## config.mk

```make
export PLATFORM = sky130hd
export DESIGN_NAME = perceptron_trainer
export DESIGN_NICKNAME = d
export VERILOG_FILES = /design/src/rtl/perceptron_trainer.sv
export SDC_FILE = /design/constraint.sdc
export NUM_CORES = 1
export LEC_CHECK = 0
export CAP_MARGIN = 5
export CORE_MARGIN = 2
export CORE_UTILIZATION = 61
export DETAILED_ROUTE_END_ITERATION = 10
export GPL_TIMING_DRIVEN = 0
export PLACE_DENSITY_LB_ADDON = 0.05
export SYNTH_ARGS = -nofsm -noshare
export SYNTH_HDL_FRONTEND = slang
export SYNTH_SLANG_ARGS = --single-unit
```

## constraint.sdc

```tcl
create_clock -name clk -period 7.6 [get_ports clk]
set_clock_uncertainty 0.15 [all_clocks]
set_input_delay 1.52 -clock clk [delete_from_list [all_inputs] [get_ports clk]]
set_output_delay 1.52 -clock clk [all_outputs]
set_load 0.01 [all_outputs]
```

## src/rtl/perceptron_trainer.sv

```systemverilog
`default_nettype none
// ============================================================================
// Module      : perceptron_trainer
// Description : Perceptron learning-rule trainer for a two-input neuron.
//               Buffers up to DEPTH labelled samples, then sweeps the
//               buffer epoch by epoch, updating w1/w2/bias with saturating
//               arithmetic, until an epoch has no errors or MAX_EPOCHS runs.
// Ports       : clk, rst_n (async, active-low)
//               load_valid/load_ready/load_x1/load_x2/load_label : sample load
//               clear, start         : buffer clear / begin training (IDLE)
//               busy, done           : training status, end-of-run pulse
//               converged, epochs    : result of the last run (held)
//               w1, w2, bias         : learned weights, weights_valid qualifier
// Revision    : 1.0 - initial release
// ============================================================================
module perceptron_trainer #(
  parameter int XW         = 4,
  parameter int WW         = 8,
  parameter int DEPTH      = 8,
  parameter int MAX_EPOCHS = 15
) (
  input  logic                 clk,
  input  logic                 rst_n,
  input  logic                 load_valid,
  output logic                 load_ready,
  input  logic signed [XW-1:0] load_x1,
  input  logic signed [XW-1:0] load_x2,
  input  logic                 load_label,
  input  logic                 clear,
  input  logic                 start,
  output logic                 busy,
  output logic                 done,
  output logic                 converged,
  output logic [3:0]           epochs,
  output logic signed [WW-1:0] w1,
  output logic signed [WW-1:0] w2,
  output logic signed [WW-1:0] bias,
  output logic                 weights_valid
);

  localparam int AW = (DEPTH > 1) ? $clog2(DEPTH) : 1;
  localparam int CW = $clog2(DEPTH) + 1;
  localparam int SW = WW + XW + 2;

  localparam logic [CW-1:0]        c_depth      = CW'(DEPTH);
  localparam logic [3:0]           c_max_epochs = 4'(MAX_EPOCHS);
  localparam logic signed [SW-1:0] c_wmax       = SW'((2 ** (WW - 1)) - 1);
  // ~(2^(n-1)-1) is exactly -2^(n-1) in two's complement.
  localparam logic signed [SW-1:0] c_wmin       = ~c_wmax;
  localparam logic signed [SW-1:0] c_one        = SW'(1);

  typedef enum logic [2:0] {
    S_IDLE      = 3'd0,
    S_EVAL      = 3'd1,
    S_UPDATE    = 3'd2,
    S_EPOCH_END = 3'd3,
    S_DONE      = 3'd4
  } state_t;

  state_t r_state, w_next_state;

  logic                 r_init;        // keeps load_ready low until one clock after reset
  logic [CW-1:0]        r_count;
  logic [CW-1:0]        r_idx;
  logic [CW-1:0]        r_errors;
  logic [3:0]           r_epochs;
  logic signed [WW-1:0] r_w1, r_w2, r_bias;
  logic                 r_y;
  logic                 r_converged;
  logic                 r_weights_valid;

  logic signed [XW-1:0] r_mem_x1 [DEPTH];
  logic signed [XW-1:0] r_mem_x2 [DEPTH];
  logic                 r_mem_label [DEPTH];

  logic                 w_idle, w_load_ready, w_load_fire, w_start_ok, w_last;
  logic [CW-1:0]        w_count_nxt;
  logic [3:0]           w_epochs_inc;
  logic signed [XW-1:0] w_x1, w_x2;
  logic                 w_label, w_y;
  logic signed [SW-1:0] w_x1_ext, w_x2_ext, w_w1_ext, w_w2_ext, w_bias_ext;
  logic signed [SW-1:0] w_sum, w_w1_upd, w_w2_upd, w_bias_upd;

  function automatic logic signed [WW-1:0] sat(input logic signed [SW-1:0] v);
    if (v > c_wmax)      return c_wmax[WW-1:0];
    else if (v < c_wmin) return c_wmin[WW-1:0];
    else                 return v[WW-1:0];
  endfunction

  // Load / start qualification (meaningful in IDLE only)
  assign w_idle       = (r_state == S_IDLE);
  assign w_load_ready = r_init && w_idle && (r_count < c_depth);
  assign w_load_fire  = load_valid && w_load_ready;
  assign w_count_nxt  = clear ? '0 : (r_count + CW'(w_load_fire));
  assign w_start_ok   = w_idle && start && (w_count_nxt != '0);

  // Current sample and full-width dot product
  assign w_x1    = r_mem_x1[r_idx[AW-1:0]];
  assign w_x2    = r_mem_x2[r_idx[AW-1:0]];
  assign w_label = r_mem_label[r_idx[AW-1:0]];

  assign w_x1_ext   = {{(SW-XW){w_x1[XW-1]}}, w_x1};
  assign w_x2_ext   = {{(SW-XW){w_x2[XW-1]}}, w_x2};
  assign w_w1_ext   = {{(SW-WW){r_w1[WW-1]}}, r_w1};
  assign w_w2_ext   = {{(SW-WW){r_w2[WW-1]}}, r_w2};
  assign w_bias_ext = {{(SW-WW){r_bias[WW-1]}}, r_bias};

  assign w_sum = w_w1_ext * w_x1_ext + w_w2_ext * w_x2_ext + w_bias_ext;
  // Strictly positive only: a zero sum classifies as 0, like the neuron.
  assign w_y   = !w_sum[SW-1] && (w_sum != '0);

  assign w_w1_upd   = w_label ? (w_w1_ext + w_x1_ext) : (w_w1_ext - w_x1_ext);
  assign w_w2_upd   = w_label ? (w_w2_ext + w_x2_ext) : (w_w2_ext - w_x2_ext);
  assign w_bias_upd = w_label ? (w_bias_ext + c_one)  : (w_bias_ext - c_one);

  assign w_last       = (r_idx == (r_count - CW'(1)));
  assign w_epochs_inc = r_epochs + 4'd1;

  // State register
  always_ff @(posedge clk or negedge rst_n) begin
    if (!rst_n) r_state <= S_IDLE;
    else        r_state <= w_next_state;
  end

  // Next-state logic
  always_comb begin
    w_next_state = r_state;
    case (r_state)
      S_IDLE:      if (w_start_ok) w_next_state = S_EVAL;
      S_EVAL:      w_next_state = S_UPDATE;
      S_UPDATE:    w_next_state = w_last ? S_EPOCH_END : S_EVAL;
      S_EPOCH_END: begin
        if ((r_errors == '0) || (w_epochs_inc == c_max_epochs)) w_next_state = S_DONE;
        else                                                    w_next_state = S_EVAL;
      end
      S_DONE:      w_next_state = S_IDLE;
      default:     w_next_state = S_IDLE;
    endcase
  end

  // Datapath registers
  always_ff @(posedge clk or negedge rst_n) begin
    if (!rst_n) begin
      r_init          <= 1'b0;
      r_count         <= '0;
      r_idx           <= '0;
      r_errors        <= '0;
      r_epochs        <= '0;
      r_w1            <= '0;
      r_w2            <= '0;
      r_bias          <= '0;
      r_y             <= 1'b0;
      r_converged     <= 1'b0;
      r_weights_valid <= 1'b0;
    end else begin
      r_init <= 1'b1;
      case (r_state)
        S_IDLE: begin
          r_count <= w_count_nxt;
          if (w_start_ok) begin
            r_w1            <= '0;
            r_w2            <= '0;
            r_bias          <= '0;
            r_epochs        <= '0;
            r_idx           <= '0;
            r_errors        <= '0;
            r_weights_valid <= 1'b0;
            r_converged     <= 1'b0;
          end
        end
        S_EVAL: r_y <= w_y;
        S_UPDATE: begin
          if (r_y != w_label) begin
            r_w1     <= sat(w_w1_upd);
            r_w2     <= sat(w_w2_upd);
            r_bias   <= sat(w_bias_upd);
            r_errors <= r_errors + CW'(1);
          end
          r_idx <= r_idx + CW'(1);
        end
        S_EPOCH_END: begin
          r_epochs <= w_epochs_inc;
          if (r_errors == '0) begin
            r_converged     <= 1'b1;
            r_weights_valid <= 1'b1;
          end else if (w_epochs_inc == c_max_epochs) begin
            r_weights_valid <= 1'b1;
          end else begin
            r_errors <= '0;
            r_idx    <= '0;
          end
        end
        default: ;
      endcase
    end
  end

  // Sample buffer: no reset needed, occupancy is tracked by r_count.
  always_ff @(posedge clk) begin
    if (w_load_fire && !clear) begin
      r_mem_x1[r_count[AW-1:0]]    <= load_x1;
      r_mem_x2[r_count[AW-1:0]]    <= load_x2;
      r_mem_label[r_count[AW-1:0]] <= load_label;
    end
  end

  assign load_ready    = w_load_ready;
  assign busy          = (r_state == S_EVAL) || (r_state == S_UPDATE) || (r_state == S_EPOCH_END);
  assign done          = (r_state == S_DONE);
  assign converged     = r_converged;
  assign epochs        = r_epochs;
  assign w1            = r_w1;
  assign w2            = r_w2;
  assign bias          = r_bias;
  assign weights_valid = r_weights_valid;

endmodule
`default_nettype wire

```

==> results.cfg, run 1 <==
[clock_tree]
cts_num_sinks = 119
cts.clk_slew.worst_paths_ns = 0.06
cts_buffer_depth = 2
h-tree-depth = 4
cts_tree = yes
root_buffer = clkbuf_16
post_cts_buffers = 0
insertion_delay_ns = 0.43
numCtsBuffers = 17

[critical_path]
slowest_delay_ns = 0.56
r2r-start = r_idx[0]
critPathTopFamily = adder cells
worstPathMaxFanout = 10
reg2regPathDepth = 22
crit_start = r_idx[0]
critPathKind = reg -> reg
cp_slowest_cell = or4_4
crit_arrival_ns = 7.41
cp-end-kind = register
worstPathRequired_ns = 7.71
path_buf_inv = 6
crit_path_start_kind = register
r2r_setup_slack_ns = 0.31
r2r_end = r_y
cpMostUsedCell = fa_1
path_cells = buf_6 -> buf_6 -> mux4_2 -> mux2i_1 -> clkbuf_4 -> nand2b_1 -> fa_1 -> fa_1 -> inv_1 -> fa_1 -> inv_1 -> fa_1 -> fa_1 -> inv_1 -> ha_1 -> a211oi_2 -> o211ai_1 -> a41oi_2 -> xnor2_1 -> or4_4 -> a2111oi_4 -> a31oi_2

[synth]
yosysWarningCount = 0
synthAdderAreaFrac_pct = 25.8
avgSynthCellArea_um2 = 11.1
synth_xor_area_share_pct = 3.93
synthesis.nets = 996
synth_edf_count = 72
muxShareOfSynthArea_pct = 5.64
yosysMostFrequentCell = inv_1
synth_compound_area_share_pct = 11.5
synth_top_family_by_area = adder cells
synth_area_leaders = edfxtp_1 (23%), fa_1 (15%), dfrtp_1 (13%)
ys_ff_latch = 119
synth_flop_cell = edfxtp_1
ys_top_cells_by_count = inv_1 (87), ha_1 (75), edfxtp_1 (72), fa_1 (69)
synth_cell_types = 67
yosys.area.top_type = edfxtp_1
netlist_area_um2 = 9270
syn-instance-count = 838
yosys.area_share.simple_pct = 12.4
yosysTopAreaCellShare_pct = 23.3
seq_area_frac_synth_pct = 36.0
async_flop_share_pct = 39.5

[placed_design]
dp_hpwl_mm = 15.7
io_buffers = 46
routabilityCongestion = 0.888
post-place-ws_ns = -0.529
placed_area_um2 = 9990

[route]
num_vias = 6618
postRouteAntennaNets = 0
dr.first_iter.drc_count = 414
routedWlPerCell_um = 18.8
drc_errors = 0
dr.pass1.iters = 5
drt-total-wl_mm = 20.8
via_per_inst = 5.99

[global_route]
grt_pass1_wl_mm = 33.9
grt_usage_pct = 27.3
antenna_found_initial = 0
grt_max_degree = 41
grt_overflow = 0
grt_pass1_vias = 6858

[sta]
fin_crit_ns = 7.29
timing.final.crit_share_pct = 96.0
setup_violations = 0
rsz0062_at_grt = false
hold_viol = 0
max_slew_margin_pct = 32.0
worst_slew_pin_slew_ns = 1.01
finalWorstSetupSlack_ns = 0.306
drv_slew = 0
max_freq_mhz = 137
finalSetupTns_ns = 0

[floorplan]
io_pins = 47
die-area_um2 = 16200
core-area_um2 = 15000
die_y_um = 127
rows = 45
start_util_pct = 61.6
die_w_um = 127

[worst_hold_path]
hold_path.class = reg -> reg
holdCritStartpoint = r_errors[3]
hold_depth = 1
hold_end = r_errors[3]

[cells_and_area]
antenna_cells = 0
num-fill-cells = 1057
finalInstanceArea_um2 = 10700
nNetsFinal = 1062
drive_above_1_share_pct = 9.38
area_growth_pct = 15.1

[run_status]
status = completed

[job]
max-cap-violations = 0
## cells by family (layout without fill, tap and decap cells)
group / after synthesis / count (layout)
AND/OR/NAND/NOR: 228 / 228
AO/OA/AOI/OAI: 159 / 159
adder cells (fa/ha/maj): 151 / 151
flip-flops: 119 / 119
buffers and inverters: 110 / 189
XOR/XNOR: 40 / 40
multiplexers: 30 / 30
other: 1 / 1
## per-layer routing
metal	vias to the layer above	routed length (um)	GRT usage, %
li1	3092	-	-
met1	3311	8490	34.2
met2	178	10700	46.3
met3	37	938	5.78
met4	0	637	11.8
met5	-	0	0
## flip-flops by register name, indices dropped and copies added (netlist names)
signal         flops
epochs             4
r_mem_label        8
weights_valid      1
r_errors           4
bias               8
converged          1
r_init             1
w1                 8
w2                 8
r_mem_x1          32
r_mem_x2          32
r_state            3
r_idx              4
r_count            4
r_y                1
## worst max path at each step
stage	endpoint	slack [ns]	cells after the start
final	r_y	0.31	22
after global routing	r_y	0.06	22
after CTS	r_y	0.01	22
after detailed placement	r_y	-0.53	22
after global placement	r_y	-0.42	22
after floorplan	r_y	0.59	22
## stage by stage
stage	utilization (%)	hold WS (ns)	std cells
final	71.0	0.333	1105
after global routing	71.0	0.361	1105
after CTS	70.6	0.333	1105
after detailed placement	66.4	0.326	1073
after global placement	66.3	0.313	1072
after floorplan	-	0.299	838
## cells in the final DEF, fill, tap and decap left out, types with 17 or more instances in the layout
cell,count
nor2b_1,35
ha_1,75
xnor2_1,25
dfrtp_1,46
nand2_1,51
clkdlybuf4s50_1,45
edfxtp_1,72
o21ai_0,44
a21oi_1,29
inv_1,87
fa_1,69
nor2_1,51
clkbuf_16,17
## timing repair
item                       in CTS  in global routing
setup endpoints to repair       1                  1
resized for setup              12                 20
hold buffers                    0                  0
hold endpoints to repair        0                  0
## cell type report
type | count | area [um^2] | share of cell area, %
buffer | 23 | 130 | 1.22
sequential | 119 | 3340 | 31.3
clock buffer | 17 | 425 | 3.99
inverter | 87 | 327 | 3.06
clock inverter | 15 | 170 | 1.59
tap | 188 | 235 | 2.20
multi-input combinational | 609 | 5570 | 52.2
timing repair buffer | 47 | 475 | 4.46
Power of run 1 is not shown: default switching activity piles up to over one toggle a cycle in this logic, so the estimate is an artifact.
==> run 2, diff against run 1 <==
--- a/config.mk
+++ b/config.mk
@@ -7,9 +7,9 @@
 export LEC_CHECK = 0
 export CAP_MARGIN = 5
 export CORE_MARGIN = 2
-export CORE_UTILIZATION = 61
+export CORE_UTILIZATION = 50
 export DETAILED_ROUTE_END_ITERATION = 10
-export GPL_TIMING_DRIVEN = 0
+export GPL_TIMING_DRIVEN = 1
 export PLACE_DENSITY_LB_ADDON = 0.05
 export SYNTH_ARGS = -nofsm -noshare
 export SYNTH_HDL_FRONTEND = slang
==> results.cfg, run 2 (same netlist as run 1, synthesis figures left out) <==
[run_status]
status = finished, violations left
violations = DRC

[clock_tree]
cts_num_sinks = 119
post_cts_buffers = 0
root_buffer = clkbuf_16
numCtsBuffers = 17
h-tree-depth = 4
cts.clk_slew.worst_paths_ns = 0.07
cts_buffer_depth = 2
cts_tree = yes
insertion_delay_ns = 0.43
hold_buffers = 0
cts_resized = 0

[floorplan]
die-area_um2 = 19600
io_pins = 47
die_w_um = 140
core-area_um2 = 18100
die_y_um = 140
start_util_pct = 51.2
rows = 49

[global_route]
grt_pass1_vias = 6666
grt_overflow = 0
grt_usage_pct = 22.6
grt_max_degree = 48
grt_pass1_wl_mm = 34.3
antenna_found_initial = 0

[critical_path]
path_buf_inv = 5
path_cells = mux4_1 -> mux2i_4 -> buf_4 -> nor2_1 -> fa_1 -> inv_1 -> fa_1 -> inv_1 -> fa_1 -> inv_1 -> fa_1 -> inv_1 -> ha_1 -> ha_1 -> a2111oi_0 -> o2111ai_1 -> a2111oi_0 -> nor3_1 -> a31oi_1
critPathTopFamily = adder cells
worstPathMaxFanout = 17
critPathKind = reg -> reg
crit_arrival_ns = 7.22
worstPathRequired_ns = 7.80
crit_path_start_kind = register
slowest_delay_ns = 0.74
cp_slowest_cell = dfrtp_1
cp-end-kind = register

[route]
num_vias = 6442
drt-total-wl_mm = 21.1
via_per_inst = 5.69
drc_errors = 6
dr.pass1.iters = 10
postRouteAntennaNets = 0
routedWlPerCell_um = 18.6
dr.first_iter.drc_count = 365

[sta]
rsz0062_at_grt = false
worst_slew_pin_slew_ns = 1.06
finalSetupTns_ns = 0
max_freq_mhz = 143
setup_violations = 0
drv_slew = 0
timing.final.crit_share_pct = 92.3
fin_crit_ns = 7.02
hold_viol = 0
max_slew_margin_pct = 29.4

[cells_and_area]
final_common_cell = inv_1
antenna_cells = 0
drive_above_1_share_pct = 8.30
num-fill-cells = 1497
mostFrequentLayoutCells = inv_1 (87), ha_1 (75), edfxtp_1 (72), fa_1 (69)
nNetsFinal = 1049
area_growth_pct = 14.6

[placed_design]
routabilityCongestion = 0.926
io_buffers = 46
dp_hpwl_mm = 16.1

[worst_hold_path]
hold_path.class = reg -> reg

[job]
max-cap-violations = 0
[run 2: per-stage QoR]
| stage | setup slack [ns] | util (%) | instances | area (um^2) | hold WS, ns |
|---|---|---|---|---|---|
| after global routing | 0.231 | 58.7 | 1133 | 10600 | 0.365 |
| after global placement | 0.725 | 55.3 | 1101 | 10000 | 0.315 |
| after detailed placement | 0.568 | 55.3 | 1101 | 10000 | 0.328 |
| final | 0.585 | 58.7 | 1133 | 10600 | 0.339 |
| after floorplan | 0.586 | - | 838 | 9270 | 0.299 |
| after CTS | 0.576 | 58.7 | 1133 | 10600 | 0.341 |
[run 2: per-layer routing]
metal	vias up	wire [um]	global-route usage, %	share of wire [%]
met5	-	0	0	0
met4	0	433	7.76	2.1
met3	28	806	3.59	3.8
met2	148	10800	39.4	51
met1	3212	9060	29.1	43
li1	3054	-	-	-
[run 2: final timing paths]
path | from | cells past startpoint | slack, ns | to
max in group asynchronous | rst_n | 2 | 5.76 | r_errors[1]
min in group asynchronous | rst_n | 2 | 1.05 | r_y
min reg2reg | converged | 2 | 0.34 | converged
min | converged | 2 | 0.34 | converged
max | r_idx[1] | 19 | 0.58 | r_y
max reg2reg | r_idx[1] | 19 | 0.58 | r_y
[run 2: worst reg2reg max path, stage by stage, from the launching register on]
cell and delay [ns]:
dfrtp_1 0.74, mux4_1 0.69, mux2i_4 0.21, buf_4 0.30, nor2_1 0.09, fa_1 0.58, inv_1 0.07, fa_1 0.54
inv_1 0.08, fa_1 0.54, inv_1 0.06, fa_1 0.53, inv_1 0.04, ha_1 0.29, ha_1 0.25, a2111oi_0 0.66
o2111ai_1 0.33, a2111oi_0 0.48, nor3_1 0.17, a31oi_1 0.16
[run 2: layout make-up]
type                       instances  area (um^2)  area share, %
multi-input combinational        609         5510           51.9
inverter                          87          327           3.08
clock inverter                    12          168           1.58
tap                              229          287           2.70
timing repair buffer              57          538           5.07
sequential                       119         3340           31.4
clock buffer                      20          447           4.21
Power of run 2 is left out for the same reason.
